`config.mk`:
```
export PLATFORM = sky130hd
export DESIGN_NAME = daq_capture_ctrl_flat
export DESIGN_NICKNAME = d
export VERILOG_FILES = /design/src/rtl/daq_capture_ctrl_if.sv /design/src/rtl/daq_capture_ctrl.sv /design/src/flat_wrapper.sv
export SDC_FILE = /design/constraint.sdc
export NUM_CORES = 1
export LEC_CHECK = 0
export ABC_AREA = 1
export BUFFER_PORTS_ARGS = -buffer_cell sky130_fd_sc_hd__buf_2
export CORE_ASPECT_RATIO = 0.75
export CORE_MARGIN = 8
export CORE_UTILIZATION = 45
export DETAILED_ROUTE_END_ITERATION = 16
export HOLD_SLACK_MARGIN = 0.12
export PLACE_DENSITY = 0.78
export REMOVE_ABC_BUFFERS = 1
export SYNTH_ARGS = -nofsm -noshare
export SYNTH_HDL_FRONTEND = slang
export SYNTH_SLANG_ARGS = --single-unit
```
`constraint.sdc`:
```
create_clock -name sys_clk -period 2.4 [get_ports sys_clk]
set_clock_uncertainty 0.2 [all_clocks]
set_input_delay 0.48 -clock sys_clk [delete_from_list [all_inputs] [get_ports sys_clk]]
set_output_delay 0.48 -clock sys_clk [all_outputs]
set_load 0.005 [all_outputs]
```
`src/rtl/daq_capture_ctrl_if.sv`:
```
// daq_capture_ctrl_if: sensor pixel bus and transmit-FIFO write port
interface daq_capture_ctrl_if;
  logic       pix_stb;
  logic       frame_vaild;
  logic       line_vaild;
  logic [7:0] pix_data;
  logic       fifo_full;
  logic       wr_en;
  logic [9:0] wr_data;
  modport master (output pix_stb, frame_vaild, line_vaild, pix_data, fifo_full, input wr_en, wr_data);
  modport slave  (input pix_stb, frame_vaild, line_vaild, pix_data, fifo_full, output wr_en, wr_data);
endinterface

```
`src/rtl/daq_capture_ctrl.sv`:
```
// daq_capture_ctrl: frame-aligned sensor capture into the transmit FIFO with
// decimation, sof/eol tagging and line/frame geometry checking.
module daq_capture_ctrl #(
  parameter int LINE_MAX    = 100,
  parameter int FRAME_LINES = 20,
  parameter int FCNT_W      = 16
) (
  input  logic              sys_clk,
  input  logic              sys_rst_n,
  input  logic              start,
  input  logic              stop,
  input  logic              single,
  input  logic [3:0]        frame_decim,
  daq_capture_ctrl_if.slave bus,
  output logic              busy,
  output logic              frame_done,
  output logic [FCNT_W-1:0] frame_cnt,
  output logic              line_err,
  output logic              frame_err,
  output logic              ovf
);
  localparam int PW = $clog2(LINE_MAX + 1);
  localparam int LW = $clog2(FRAME_LINES + 2);
  localparam logic [PW-1:0] PIX_LAST = PW'(LINE_MAX - 1);
  localparam logic [PW-1:0] PIX_LINE = PW'(LINE_MAX);
  localparam logic [LW-1:0] LINES    = LW'(FRAME_LINES);
  typedef enum logic [1:0] {IDLE, ARM, CAPT, SKIP} state_t;
  state_t            state_q, state_d;
  logic              fv_q, lv_q;
  logic              single_q, single_d;
  logic [3:0]        decim_q, decim_d, skip_q, skip_d;
  logic [PW-1:0]     pix_cnt_q, pix_cnt_d, idx;
  logic [LW-1:0]     line_cnt_q, line_cnt_d, line_inc;
  logic              sof_q, sof_d, stop_pend_q, stop_pend_d;
  logic              wr_en_q, wr_en_d;
  logic [9:0]        wr_data_q, wr_data_d;
  logic              frame_done_q, frame_done_d;
  logic [FCNT_W-1:0] frame_cnt_q, frame_cnt_d;
  logic              line_err_q, line_err_d, frame_err_q, frame_err_d, ovf_q, ovf_d;
  logic              fv_rise, fv_fall, lv_rise, lv_fall, acc;
  assign fv_rise  = bus.frame_vaild & ~fv_q;
  assign fv_fall  = ~bus.frame_vaild & fv_q;
  assign lv_rise  = bus.line_vaild & ~lv_q;
  assign lv_fall  = ~bus.line_vaild & lv_q;
  assign acc      = (state_q == CAPT) & bus.pix_stb & bus.frame_vaild & bus.line_vaild;
  // a pixel arriving with the line's rising edge is index 0, not the stale count
  assign idx      = lv_rise ? '0 : pix_cnt_q;
  assign line_inc = (&line_cnt_q) ? line_cnt_q : line_cnt_q + LW'(1);
  always_comb begin
    state_d      = state_q;
    single_d     = single_q;
    decim_d      = decim_q;
    skip_d       = skip_q;
    pix_cnt_d    = idx;
    line_cnt_d   = line_cnt_q;
    sof_d        = sof_q;
    stop_pend_d  = stop_pend_q;
    wr_en_d      = 1'b0;
    wr_data_d    = wr_data_q;
    frame_done_d = 1'b0;
    frame_cnt_d  = frame_cnt_q;
    line_err_d   = line_err_q;
    frame_err_d  = frame_err_q;
    ovf_d        = ovf_q;
    case (state_q)
      IDLE: if (start && !stop) begin
        single_d    = single;
        decim_d     = frame_decim;
        skip_d      = '0;
        frame_cnt_d = '0;
        line_err_d  = 1'b0;
        frame_err_d = 1'b0;
        ovf_d       = 1'b0;
        state_d     = ARM;
      end
      ARM: if (stop) state_d = IDLE;
      else if (fv_rise) begin
        state_d    = (skip_q == '0) ? CAPT : SKIP;
        skip_d     = (skip_q == '0) ? decim_q : skip_q - 4'd1;
        line_cnt_d = '0;
        sof_d      = 1'b1;
      end
      SKIP: state_d = stop ? IDLE : (fv_fall ? ARM : SKIP);
      CAPT: begin
        if (stop) stop_pend_d = 1'b1;
        if (acc) begin
          pix_cnt_d = (&idx) ? idx : idx + PW'(1);
          sof_d     = 1'b0;
          ovf_d     = ovf_q | bus.fifo_full;
          wr_en_d   = ~bus.fifo_full;
          wr_data_d = bus.fifo_full ? wr_data_q : {sof_q, idx == PIX_LAST, bus.pix_data};
        end
        if (lv_fall) begin
          line_cnt_d = line_inc;
          if (pix_cnt_q != PIX_LINE) line_err_d = 1'b1;
        end
        if (fv_fall) begin
          if (line_cnt_d != LINES) frame_err_d = 1'b1;
          frame_cnt_d  = frame_cnt_q + FCNT_W'(1);
          frame_done_d = 1'b1;
          line_cnt_d   = '0;
          stop_pend_d  = 1'b0;
          state_d      = (single_q || stop_pend_q || stop) ? IDLE : ARM;
        end
      end
      default: state_d = IDLE;
    endcase
  end
  always_ff @(posedge sys_clk or negedge sys_rst_n) begin
    if (!sys_rst_n) begin
      state_q      <= IDLE;
      fv_q         <= 1'b0;
      lv_q         <= 1'b0;
      single_q     <= 1'b0;
      decim_q      <= '0;
      skip_q       <= '0;
      pix_cnt_q    <= '0;
      line_cnt_q   <= '0;
      sof_q        <= 1'b0;
      stop_pend_q  <= 1'b0;
      wr_en_q      <= 1'b0;
      wr_data_q    <= '0;
      frame_done_q <= 1'b0;
      frame_cnt_q  <= '0;
      line_err_q   <= 1'b0;
      frame_err_q  <= 1'b0;
      ovf_q        <= 1'b0;
    end else begin
      state_q      <= state_d;
      fv_q         <= bus.frame_vaild;
      lv_q         <= bus.line_vaild;
      single_q     <= single_d;
      decim_q      <= decim_d;
      skip_q       <= skip_d;
      pix_cnt_q    <= pix_cnt_d;
      line_cnt_q   <= line_cnt_d;
      sof_q        <= sof_d;
      stop_pend_q  <= stop_pend_d;
      wr_en_q      <= wr_en_d;
      wr_data_q    <= wr_data_d;
      frame_done_q <= frame_done_d;
      frame_cnt_q  <= frame_cnt_d;
      line_err_q   <= line_err_d;
      frame_err_q  <= frame_err_d;
      ovf_q        <= ovf_d;
    end
  end
  assign busy        = state_q != IDLE;
  assign bus.wr_en   = wr_en_q;
  assign bus.wr_data = wr_data_q;
  assign frame_done  = frame_done_q;
  assign frame_cnt   = frame_cnt_q;
  assign line_err    = line_err_q;
  assign frame_err   = frame_err_q;
  assign ovf         = ovf_q;
endmodule

```
`src/flat_wrapper.sv`:
```
// flat-port wrapper written by rule: the top's interface ports become plain ports
module daq_capture_ctrl_flat 
#(
  parameter int LINE_MAX    = 100,
  parameter int FRAME_LINES = 20,
  parameter int FCNT_W      = 16
)
  (sys_clk, sys_rst_n, start, stop, single, frame_decim, busy, frame_done, frame_cnt, line_err, frame_err, ovf, bus_pix_stb, bus_frame_vaild, bus_line_vaild, bus_pix_data, bus_fifo_full, bus_wr_en, bus_wr_data);
  daq_capture_ctrl_if bus_i ();
  input  logic sys_clk;
  input  logic sys_rst_n;
  input  logic start;
  input  logic stop;
  input  logic single;
  input  logic [3:0] frame_decim;
  output logic busy;
  output logic frame_done;
  output logic [FCNT_W-1:0] frame_cnt;
  output logic line_err;
  output logic frame_err;
  output logic ovf;
  input wire logic [$bits(bus_i.pix_stb)-1:0] bus_pix_stb;
  input wire logic [$bits(bus_i.frame_vaild)-1:0] bus_frame_vaild;
  input wire logic [$bits(bus_i.line_vaild)-1:0] bus_line_vaild;
  input wire logic [$bits(bus_i.pix_data)-1:0] bus_pix_data;
  input wire logic [$bits(bus_i.fifo_full)-1:0] bus_fifo_full;
  output wire logic [$bits(bus_i.wr_en)-1:0] bus_wr_en;
  output wire logic [$bits(bus_i.wr_data)-1:0] bus_wr_data;
  assign bus_i.pix_stb = bus_pix_stb;
  assign bus_i.frame_vaild = bus_frame_vaild;
  assign bus_i.line_vaild = bus_line_vaild;
  assign bus_i.pix_data = bus_pix_data;
  assign bus_i.fifo_full = bus_fifo_full;
  assign bus_wr_en = bus_i.wr_en;
  assign bus_wr_data = bus_i.wr_data;
  daq_capture_ctrl #(.LINE_MAX(LINE_MAX), .FRAME_LINES(FRAME_LINES), .FCNT_W(FCNT_W)) u_core (.sys_clk(sys_clk), .sys_rst_n(sys_rst_n), .start(start), .stop(stop), .single(single), .frame_decim(frame_decim), .bus(bus_i), .busy(busy), .frame_done(frame_done), .frame_cnt(frame_cnt), .line_err(line_err), .frame_err(frame_err), .ovf(ovf));
endmodule
```
==> reports/qor.yml <==
status: "finished, final reports clean"
r2r-end: "u_core.pix_cnt_q[0]"
start_util_pct: 45.5
relSlewSlack_pct: 77.1
crit_start: "bus_frame_vaild"
r2r_slack_ps: 320
cts_made_buffers: 9
syn_area_um2: 3050
place_inst: 504
die_h_um: 87.3
routed_wl_mm: 7.12
layout-drive-gt1-share_pct: 21.7
combPwrFrac_pct: 30.4
drc: 0
rsz0062_at_grt: "false"
vdd_ir_drop_max_mv: 0.474
cp_common_cell: "nand2_4"
final_cells: 527
placementRows: 26
power.leakage_nw: 1.96
layout.nets: 464
min_delay_path_depth: 3
critPathCaptureType: "flop"
dp_hpwl_mm: 5.29
syn_avg_cell_area_um2: 8.26
portBuffers: 52
grt_max_degree: 59
gp_congestion: 0.894
pin_count: 53
vias: 2657
sw_frac_of_total_pct: 34.5
internal_power_mw: 2.22
die_area_um2: 9690
path_max_fanout: 10
clk_pin_slew_ps: 70
critPathMaxStageDelay_ps: 550
grt_overflow: 0
critPathLaunchType: "input pin"
routedWlPerCell_um: 13.5
yosysSeqAreaShare_pct: 47.6
grt_use_total_pct: 15.7
die_x_um: 111
grt_pass1_vias: 2781
fillCellCount: 615
antenna_cells: 0
fin_setup_tns_ps: 0
cts_buffer_depth: 2
hold_path.class: "input pin to flop"
firstDrtPassIters: 5
path_buf_inv: 2
p_switching_mw: 1.17
ys_warn_count: 0
synth.distinct_cells: 38
power_frac_clock_pct: 29.3
cts_root_buffer: "clkbuf_8"
antenna_found_initial: 0
r2r-start: "u_core.lv_q"
cts_setup_buffers: 0
hold_end: "u_core.decim_q[3]"
cts-hold-fix-buffers: 7
power_frac_seq_pct: 40.3
crit_chain: "dlygate4sd3_1, buf_2, nor2_1, nand2_4, nand2_8, nand2_4, nor2_8, nand2_1, o21ai_1, a21oi_1"
cp.required_ps: 2420
fmax_mhz: 473
ys_seq_elements: 58
setup_viol: 0
postCtsResizedCells: 0
arrival_ps: 2140
design.core.area_um2: 6700
tightest_slew_ps: 341
path_delay_family: "simple AND/OR/NAND/NOR gates"
syn_inst: 369
vias_per_cell: 5.04
final_hold_viol_count: 0
fin_crit_sh_pct: 88.1
grt_pass1_wl_mm: 12.4
cts_tree: "yes"
clk_latency_ps: 340
r2r_cells: 11
ctsHtreeMaxLevel: 3
cpMaxStageDelayCell: "dlygate4sd3_1"
final_cell_mix: "98 x nand2_1, 58 x dfrtp_1, 52 x buf_2"
postRouteAntennaNets: 0
fin_total_pwr_mw: 3.39
power_density_nw_per_um2: 914
syn2layout_area_growth_pct: 21.7
fin_crit_ps: 2110
dr.first_iter.drc_count: 153
layout_commonest_cell: "nand2_1"
worstHoldStart: "frame_decim[3]"
clock-sinks: 58
critPathKind: "input pin to flop"
cap_violations: 0
drv_slew: 0
[sequential cells by signal, summed over array words and instances (netlist names), 2 cells and up]
register	count
u_core.bus.wr_data	10
u_core.decim_q	4
u_core.frame_cnt	16
u_core.line_cnt_q	5
u_core.pix_cnt_q	7
u_core.skip_q	4
u_core.state_q	2
[final cells by class]
| type | count | area, um^2 | share of cell area [%] |
|---|---|---|---|
| inverters | 53 | 199 | 5.36 |
| clock inverters | 5 | 77.6 | 2.09 |
| flip-flops and latches | 58 | 1450 | 39.1 |
| multi-input cells | 255 | 1380 | 37.1 |
| well taps | 84 | 105 | 2.83 |
| clock buffers | 11 | 141 | 3.81 |
| repair buffers | 61 | 358 | 9.65 |
[cell usage after synthesis]
library cell | instances | area share, %
a211oi_1 | 1 | 0.25
a211oi_2 | 1 | 0.41
a21boi_1 | 1 | 0.25
a21oi_1 | 14 | 2.3
a21oi_2 | 1 | 0.29
a221oi_1 | 1 | 0.29
buf_2 | 2 | 0.33
buf_6 | 1 | 0.37
clkinv_1 | 1 | 0.12
dfrtp_1 | 58 | 48
ha_1 | 5 | 2.1
inv_1 | 47 | 5.8
inv_2 | 5 | 0.62
mux2i_1 | 1 | 0.33
nand2_1 | 98 | 12
nand2_2 | 3 | 0.62
nand2_4 | 4 | 1.5
nand2_8 | 1 | 0.66
nand3_1 | 27 | 4.4
nand3_2 | 1 | 0.33
nand3_4 | 1 | 0.57
nand4_1 | 8 | 1.6
nand4_2 | 1 | 0.41
nor2_1 | 29 | 3.6
nor2_2 | 3 | 0.62
nor2_4 | 2 | 0.74
nor2_8 | 3 | 2.0
nor3_1 | 9 | 1.5
nor4_1 | 2 | 0.41
o2111ai_1 | 1 | 0.29
o211ai_1 | 2 | 0.49
o21a_1 | 1 | 0.25
o21ai_0 | 16 | 2.6
o21ai_1 | 5 | 0.82
o22ai_1 | 5 | 1.0
o41ai_2 | 1 | 0.53
xnor2_1 | 2 | 0.57
xor2_1 | 5 | 1.4
[layer usage]
| layer | part of all wire [%] | GRT usage, % |
|---|---|---|
| met5 | 0 | 0 |
| met4 | 2.4 | 7.60 |
| met2 | 47 | 26.8 |
| met1 | 46 | 17.4 |
| met3 | 4.8 | 5.23 |
[stage by stage]
| stage | utilization [%] | hold slack [ps] | setup WS, ps | instance area, um^2 |
|---|---|---|---|---|
| after floorplan | - | -15.6 | 470 | 3030 |
| after global placement | 51.0 | 258 | 244 | 3420 |
| after detailed placement | 51.0 | 259 | 120 | 3420 |
| after CTS | 55.4 | 122 | 314 | 3710 |
| after global routing | 55.4 | 130 | 42.6 | 3710 |
| final | 55.4 | 135 | 286 | 3710 |
[kinds of logic after synthesis]
group | count (synthesis) | share of synthesized area (%)
AOI/OAI and AO/OA | 50 | 9.81
xor gates and xnor gates | 7 | 2.01
DFF | 58 | 47.6
buffers and inverters | 56 | 7.22
adders and majority gates | 5 | 2.05
and+or+nand+nor | 192 | 31.0
muxes | 1 | 0.328
[worst max-delay path by stage]
stage                                       to  slack (ps)  cells after the start
after detailed placement   u_core.pix_cnt_q[0]         120                     11
after floorplan            u_core.pix_cnt_q[0]         470                     10
after CTS                 u_core.frame_cnt[11]         310                     10
after global routing       u_core.pix_cnt_q[0]          40                     11
final                     u_core.frame_cnt[11]         290                     10
after global placement     u_core.pix_cnt_q[0]         240                     11
[worst register-to-register path, delay by kind of cell, from the launching register on]
kind / cells / cell delay, ps
adders and majority gates: 1 / 220
buffers and inverters: 3 / 190
DFF: 1 / 360
and+or+nand+nor: 6 / 830
xor gates and xnor gates: 1 / 160
[power groups by stage]
stage                     clock [mW]  combinational [mW]  sequential [mW]
after floorplan                    0               0.676             1.37
after global placement             0               0.976             1.38
after CTS                       1.02                1.04             1.37
after detailed placement           0                1.03             1.38
after global routing            1.06                1.18             1.40
final                          0.992                1.03             1.37
Power figures use the tool's default switching activity.
